$ cat src/rtl/systolic_mm_if.sv
// Stream interface of the systolic matrix-multiply engine: slice beats in, result rows out.
// The master side drives jobs and slices; the slave side is the engine.
interface systolic_mm_if #(
  parameter int unsigned N     = 4,
  parameter int unsigned DW    = 8,
  parameter int unsigned ACC_W = 18
);
  logic               start;
  logic               in_valid;
  logic               in_ready;
  logic               in_last;
  logic [N*DW-1:0]    a_col;
  logic [N*DW-1:0]    b_row;
  logic               out_valid;
  logic               out_ready;
  logic               out_last;
  logic [N*ACC_W-1:0] out_row;
  logic               busy;
  logic               done;

  modport master (
    output start, in_valid, in_last, a_col, b_row, out_ready,
    input  in_ready, out_valid, out_last, out_row, busy, done
  );

  modport slave (
    input  start, in_valid, in_last, a_col, b_row, out_ready,
    output in_ready, out_valid, out_last, out_row, busy, done
  );
endinterface

$ cat src/rtl/systolic_mm_engine.sv
// N x N output-stationary systolic engine computing C = A*B from streamed K-slices.
// Operands are skewed on entry, flow right (A) and down (B); C drains one row per handshake.
module systolic_mm_engine #(
  parameter int unsigned N     = 4,
  parameter int unsigned DW    = 8,
  parameter int unsigned ACC_W = 18,
  parameter bit          SAT   = 1'b0
) (
  input logic          clk,
  input logic          reset,
  systolic_mm_if.slave bus
);
  localparam int unsigned RW = (N > 2) ? $clog2(N) : 1;
  localparam int unsigned FW = $clog2(2 * N);

  typedef enum logic [1:0] {StIdle, StLoad, StFlush, StDrain} state_e;

  state_e            state_q, state_d;
  logic [RW-1:0]     row_q, row_d;
  logic [FW-1:0]     flush_q, flush_d;
  logic              in_ready_q, out_valid_q, out_last_q, busy_q, done_q, done_d;
  logic              start_go, beat_go, out_go, acc_en;

  logic signed [DW-1:0]    a_edge [N];
  logic signed [DW-1:0]    b_edge [N];
  logic signed [DW-1:0]    a_op   [N][N];
  logic signed [DW-1:0]    b_op   [N][N];
  logic signed [DW-1:0]    a_pe_q [N][N-1];
  logic signed [DW-1:0]    b_pe_q [N-1][N];
  logic signed [ACC_W-1:0] acc_q  [N][N];
  logic signed [ACC_W-1:0] acc_d  [N][N];
  logic [N*ACC_W-1:0]      out_row_c;

  assign start_go = bus.start && (state_q == StIdle);
  assign beat_go  = bus.in_valid && in_ready_q;
  assign out_go   = out_valid_q && bus.out_ready;
  assign acc_en   = (state_q == StLoad) || (state_q == StFlush);

  always_comb begin
    state_d = state_q;
    row_d   = row_q;
    flush_d = flush_q;
    done_d  = 1'b0;
    unique case (state_q)
      StIdle: begin
        if (start_go) begin
          state_d = StLoad;
          row_d   = '0;
        end
      end
      StLoad: begin
        if (beat_go && bus.in_last) begin
          state_d = StFlush;
          flush_d = '0;
        end
      end
      // Holds until the last slice has reached the far corner PE.
      StFlush: begin
        if (flush_q == FW'(2 * N - 2)) state_d = StDrain;
        else                          flush_d = flush_q + 1'b1;
      end
      StDrain: begin
        if (out_go) begin
          if (row_q == RW'(N - 1)) begin
            state_d = StIdle;
            row_d   = '0;
            done_d  = 1'b1;
          end else begin
            row_d = row_q + 1'b1;
          end
        end
      end
      default: state_d = StIdle;
    endcase
  end

  always_ff @(posedge clk) begin
    if (reset) begin
      state_q     <= StIdle;
      row_q       <= '0;
      flush_q     <= '0;
      in_ready_q  <= 1'b0;
      out_valid_q <= 1'b0;
      out_last_q  <= 1'b0;
      busy_q      <= 1'b0;
      done_q      <= 1'b0;
    end else begin
      state_q     <= state_d;
      row_q       <= row_d;
      flush_q     <= flush_d;
      in_ready_q  <= (state_d == StLoad);
      out_valid_q <= (state_d == StDrain);
      out_last_q  <= (state_d == StDrain) && (row_d == RW'(N - 1));
      busy_q      <= (state_d != StIdle);
      done_q      <= done_d;
    end
  end

  // Row/column i enters through i+1 stages; bubbles inject zeros.
  for (genvar i = 0; i < N; i++) begin : g_skew
    logic signed [DW-1:0] a_sk_q [i+1];
    logic signed [DW-1:0] a_sk_d [i+1];
    logic signed [DW-1:0] b_sk_q [i+1];
    logic signed [DW-1:0] b_sk_d [i+1];

    always_comb begin
      a_sk_d[0] = beat_go ? $signed(bus.a_col[i*DW +: DW]) : '0;
      b_sk_d[0] = beat_go ? $signed(bus.b_row[i*DW +: DW]) : '0;
      for (int s = 1; s <= i; s++) begin
        a_sk_d[s] = a_sk_q[s-1];
        b_sk_d[s] = b_sk_q[s-1];
      end
    end

    always_ff @(posedge clk) begin
      if (reset) begin
        a_sk_q <= '{default: '0};
        b_sk_q <= '{default: '0};
      end else begin
        a_sk_q <= a_sk_d;
        b_sk_q <= b_sk_d;
      end
    end

    assign a_edge[i] = a_sk_q[i];
    assign b_edge[i] = b_sk_q[i];
  end

  for (genvar i = 0; i < N; i++) begin : g_row
    for (genvar j = 0; j < N; j++) begin : g_col
      if (j == 0) begin : g_a_edge
        assign a_op[i][j] = a_edge[i];
      end else begin : g_a_pass
        assign a_op[i][j] = a_pe_q[i][j-1];
      end
      if (i == 0) begin : g_b_edge
        assign b_op[i][j] = b_edge[j];
      end else begin : g_b_pass
        assign b_op[i][j] = b_pe_q[i-1][j];
      end
    end
  end

  function automatic logic signed [ACC_W-1:0] mac(input logic signed [ACC_W-1:0] acc,
                                                  input logic signed [DW-1:0]    a,
                                                  input logic signed [DW-1:0]    b);
    logic signed [2*DW-1:0] prod;
    logic signed [ACC_W:0]  sum;
    prod = a * b;
    sum  = $signed({acc[ACC_W-1], acc}) + $signed({{(ACC_W + 1 - 2 * DW){prod[2*DW-1]}}, prod});
    if (SAT && (sum[ACC_W] != sum[ACC_W-1])) begin
      return sum[ACC_W] ? {1'b1, {(ACC_W - 1){1'b0}}} : {1'b0, {(ACC_W - 1){1'b1}}};
    end
    return sum[ACC_W-1:0];
  endfunction

  always_comb begin
    acc_d = acc_q;
    for (int i = 0; i < N; i++) begin
      for (int j = 0; j < N; j++) begin
        if (start_go)    acc_d[i][j] = '0;
        else if (acc_en) acc_d[i][j] = mac(acc_q[i][j], a_op[i][j], b_op[i][j]);
      end
    end
  end

  always_ff @(posedge clk) begin
    if (reset) begin
      acc_q  <= '{default: '0};
      a_pe_q <= '{default: '0};
      b_pe_q <= '{default: '0};
    end else begin
      acc_q <= acc_d;
      for (int i = 0; i < N; i++) begin
        for (int j = 0; j < N - 1; j++) begin
          a_pe_q[i][j] <= a_op[i][j];
          b_pe_q[j][i] <= b_op[j][i];
        end
      end
    end
  end

  always_comb begin
    out_row_c = '0;
    for (int j = 0; j < N; j++) begin
      if (out_valid_q) out_row_c[j*ACC_W +: ACC_W] = acc_q[row_q][j];
    end
  end

  assign bus.in_ready  = in_ready_q;
  assign bus.out_valid = out_valid_q;
  assign bus.out_last  = out_last_q;
  assign bus.out_row   = out_row_c;
  assign bus.busy      = busy_q;
  assign bus.done      = done_q;
endmodule

$ cat src/flat_wrapper.sv
// flat-port wrapper written by rule: the top's interface ports become plain ports
module systolic_mm_engine_flat 
#(
  parameter int unsigned N     = 4,
  parameter int unsigned DW    = 8,
  parameter int unsigned ACC_W = 18,
  parameter bit          SAT   = 1'b0
)
  (clk, reset, bus_start, bus_in_valid, bus_in_last, bus_a_col, bus_b_row, bus_out_ready, bus_in_ready, bus_out_valid, bus_out_last, bus_out_row, bus_busy, bus_done);
  systolic_mm_if #(.N(N), .DW(DW), .ACC_W(ACC_W)) bus_i ();
  input logic clk;
  input logic reset;
  input wire logic [$bits(bus_i.start)-1:0] bus_start;
  input wire logic [$bits(bus_i.in_valid)-1:0] bus_in_valid;
  input wire logic [$bits(bus_i.in_last)-1:0] bus_in_last;
  input wire logic [$bits(bus_i.a_col)-1:0] bus_a_col;
  input wire logic [$bits(bus_i.b_row)-1:0] bus_b_row;
  input wire logic [$bits(bus_i.out_ready)-1:0] bus_out_ready;
  output wire logic [$bits(bus_i.in_ready)-1:0] bus_in_ready;
  output wire logic [$bits(bus_i.out_valid)-1:0] bus_out_valid;
  output wire logic [$bits(bus_i.out_last)-1:0] bus_out_last;
  output wire logic [$bits(bus_i.out_row)-1:0] bus_out_row;
  output wire logic [$bits(bus_i.busy)-1:0] bus_busy;
  output wire logic [$bits(bus_i.done)-1:0] bus_done;
  assign bus_i.start = bus_start;
  assign bus_i.in_valid = bus_in_valid;
  assign bus_i.in_last = bus_in_last;
  assign bus_i.a_col = bus_a_col;
  assign bus_i.b_row = bus_b_row;
  assign bus_i.out_ready = bus_out_ready;
  assign bus_in_ready = bus_i.in_ready;
  assign bus_out_valid = bus_i.out_valid;
  assign bus_out_last = bus_i.out_last;
  assign bus_out_row = bus_i.out_row;
  assign bus_busy = bus_i.busy;
  assign bus_done = bus_i.done;
  systolic_mm_engine #(.N(N), .DW(DW), .ACC_W(ACC_W), .SAT(SAT)) u_core (.clk(clk), .reset(reset), .bus(bus_i));
endmodule
$ cat config.mk
export PLATFORM = sky130hd
export DESIGN_NAME = systolic_mm_engine_flat
export DESIGN_NICKNAME = d
export VERILOG_FILES = /design/src/rtl/systolic_mm_if.sv /design/src/rtl/systolic_mm_engine.sv /design/src/flat_wrapper.sv
export SDC_FILE = /design/constraint.sdc
export NUM_CORES = 2
export LEC_CHECK = 0
export ABC_CLOCK_PERIOD_IN_PS = 5000
export CAP_MARGIN = 20
export CORE_MARGIN = 10
export CORE_UTILIZATION = 37
export DETAILED_ROUTE_END_ITERATION = 6
export GPL_ROUTABILITY_DRIVEN = 0
export RECOVER_POWER = 25
export SYNTH_ARGS = -nofsm -noshare
export SYNTH_HDL_FRONTEND = slang
export SYNTH_SLANG_ARGS = --single-unit
$ cat constraint.sdc
create_clock -name clk -period 5 [get_ports clk]
set_clock_uncertainty 0.1 [all_clocks]
set_input_delay 1 -clock clk [delete_from_list [all_inputs] [get_ports clk]]
set_output_delay 1 -clock clk [all_outputs]
set_load 0.05 [all_outputs]
==> impl_metrics.toml <==
[logic_synthesis]
ys_types = 66
synth_edf_count = 0
seq_area_frac_synth = 0.1772
muxShareOfSynthArea = 0.04727
yosysTopAreaCellShare = 0.3479
synth_fa_ha_area_frac = 0.4632
avgSynthCellArea_um2 = 9.963
synth_area_um2 = 73660
syn-num-nets = 9422
synth-seq-cells = 652
ys.flop_type = "dfxtp_1"
async_flop_share = 0
synth_area_leaders = "fa_1, dfxtp_1, ha_1"
synth_compound_area_frac = 0.05307
netlist_instances = 7393
yosysWarnings = 0
synth_top_family_by_area = "adder cells"
synthSimpleGateAreaFrac = 0.1468
synthXorXnorAreaFrac = 0.03151
yosysTopAreaCell = "fa_1"

[grt]
grt_use_met3 = 0.02364
antenna_found_initial = 12
grt_max_degree = 135
grt_overflow = 0
top_usage_layer = "met2"
grt_usage = 0.1825
grt_use_met2 = 0.3150
use_met1 = 0.2404
grt_pass1_wl_um = 317900
grt_pass1_vias = 56970

[pwr]
power_frac_clock = 0.506
ir_drop_v = 0.0002168
power_density_nw_per_um2 = 144.3
p_switching_uw = 3262
switching_share = 0.2589
pwr-share-seq = 0.418
p_total_uw = 12600
pwr-share-comb = 0.076
p_leak_uw = 0.04441
power.internal_uw = 9336

[setup_path]
startpoint_type = "flip-flop"
crit_path_top_delay_cell = "fa_1"
cp.arrival_ns = 5.50
crit_fanout = 5
slowest_delay_ns = 0.51
end_kind = "flip-flop"
crit_family = "adder cells"
crit_required_ns = 5.54
cp.buffers_inverters = 4
worstSetupPathType = "reg2reg"
crit_chain = "nand2_1, fa_1, inv_1, fa_1, ha_1, inv_1, fa_1, inv_1, ha_1, ha_2, fa_2, a211oi_2, nor2_2, or4b_4, a221oi_4, buf_4, xnor2_2, mux2i_1, nor2_1"

[route]
wl_per_cell_um = 18.37
first_pass_iters = 7
viasPerCell = 4.843
drcViolationCount = 0
drtAntennaViolNets = 0
vias = 52040
routed_wl_um = 197400
drt_iter0_markers = 2422

[die]
coreArea_um2 = 197600
initial_utilization = 0.3727
ios = 147
rows = 163
die-area_um2 = 217300
die_w_um = 466.2
die_height_um = 466.2

[worst_hold_path]
hold_path_class = "reg2reg"

[placement]
dp_slack_ns = -0.2438
hpwl_um = 163000
io_buffers = 146
placed_area_um2 = 82210

[final_layout]
regArea_um2 = 13510
fillers = 18630
area_growth_syn_to_layout_pct = 18.50
stdcell_area_um2 = 87280
layout-drive-gt1-share = 0.1620
multi_input_area_um2 = 56160
final_util = 0.4417
nNetsFinal = 10070

[cts]
cts_tree = "built"
path_clk_slew_ns = 0.07
worstSkewPairLatency_ns = 0.73
cts_root_buf = "clkbuf_16"
cts_made_buffers = 82
clockBufferDepth = 3
clkSinkCount = 652
h-tree-depth = 3
hold_buffers = 0

[sta]
fmax_ghz = 0.2019
slew_headroom = -0.9703
rsz0062_at_grt = "true"
setup_tns_ns = 0
finalSetupViolCount = 0
tightest_slew_ns = 2.955
min_period_over_period = 0.9906
slew_viol_final = 240
hold_viol_final = 0
layout_setup_ws_ns = 0.04691
fin_crit_ns = 4.953

[outcome]
violations = "max-capacitance violations, max-slew violations"
outcome = "complete, but fails checks"

[flow_run]
drv_cap = 3
through the flow:
stage          hold slack [ns]  instances
2_1_floorplan           0.3138       7393
3_3_place_gp            0.3229      10560
3_5_place_dp            0.3218      10560
4_1_cts                 0.3328      10720
5_1_grt                 0.3471      10740
6_report                0.3237      10750
power groups by stage:
stage                     clock [uW]  combinational, uW  sequential [uW]
after CTS                       6550                943             5310
after global placement             0                922             5420
after global routing            6730               1050             5270
after floorplan                    0                567             5400
final                           6370                959             5270
after detailed placement           0                932             5420
logic make-up (layout without fill, tap and decap cells):
logic type                 count (synthesis)  in the layout
and+or+nand+nor                         2065           2065
buffers and inverters                   1578           2289
muxes                                    256            256
other                                      0              2
DFF                                      652            652
adders and majority gates               1959           1959
xor gates and xnor gates                 265            265
AOI/OAI and AO/OA                        618            618
worst paths after layout:
path / slack [ns] / end / from / cells after the start
setup / recovery: 0.05 / u_core.acc_q[248]$_SDFFE_PP0P_ / u_core.b_edge[8]$_SDFF_PP0_ / 19
hold reg to reg: 0.32 / u_core.a_edge[14]$_SDFF_PP0_ / u_core.g_skew[2].a_sk_d[6]$_SDFF_PP0_ / 1
setup reg to reg: 0.05 / u_core.acc_q[248]$_SDFFE_PP0P_ / u_core.b_edge[8]$_SDFF_PP0_ / 19
hold / removal: 0.32 / u_core.a_edge[14]$_SDFF_PP0_ / u_core.g_skew[2].a_sk_d[6]$_SDFF_PP0_ / 1
cell usage after synthesis, types with 32 or more instances:
cell and number:
nor2b_1 370, nor2_1 358, o21ai_1 61, fa_1 1280, xor2_1 62, mux4_2 72, nand3_1 32, and2_1 676
xnor2_1 203, o21ai_0 99, nand2b_1 38, a21o_1 53, nor3_1 33, nand2_1 480, ha_1 679, a211oi_1 95
dfxtp_1 652, a21oi_1 159, a31oi_1 37, mux2i_1 169, inv_1 1402, clkbuf_1 138
layer usage:
metal,vias to the layer above,routed length [um]
li1,24230,-
met2,985,96170
met4,4,5702
met5,-,30
met1,26560,87390
met3,267,8093
area by class of cell:
class	instances	share of cell area
inverters	1404	0.06039
multi-input cells	5163	0.6434
clock inverters	43	0.006221
diodes	2	0.00005734
flip-flops and latches	652	0.1547
clock buffers	109	0.02652
well taps	2640	0.03784
repair buffers	733	0.07081
registers in the layout, summed over array words and instances, names as in the netlist:
register and flops:
u_core.state_q 2, u_core.g_skew.a_sk_d 48, u_core.g_skew.a_sk_q 8, u_core.g_skew.b_sk_q 8
u_core.g_skew.b_sk_d 48, u_core.a_edge 24, u_core.b_edge 24, u_core.a_op 96
u_core.bus.out_valid 1, u_core.b_op 96, u_core.bus.busy 1, u_core.flush_q 3
u_core.bus.in_ready 1, u_core.acc_q 288, u_core.row_q 2, u_core.bus.done 1
u_core.bus.out_last 1
cells in the final DEF, fill, tap and decap left out, drive strengths merged, types with 18 or more instances in the layout:
| master | count |
|---|---|
| inv | 1414 |
| fa | 1280 |
| ha | 679 |
| and2 | 676 |
| dfxtp | 652 |
| buf | 584 |
| nand2 | 480 |
| nor2b | 370 |
| nor2 | 358 |
| xnor2 | 203 |
| mux2i | 169 |
| o21ai | 160 |
| a21oi | 159 |
| clkdlybuf4s50 | 145 |
| clkbuf | 113 |
| a211oi | 99 |
| mux4 | 72 |
| xor2 | 62 |
| a21o | 54 |
| nand2b | 38 |
| a31oi | 38 |
| nor3 | 33 |
| nand3 | 32 |
| o21bai | 19 |
| clkinv | 18 |
what timing repair did:
| action | in CTS | in global routing |
|---|---|---|
| gates resized for setup | 115 | 510 |
| setup buffers | 3 | 29 |
| pin swaps | 24 | 191 |
| setup endpoints to repair | 39 | 76 |
Note: power is estimated with default switching activity, not from simulation.
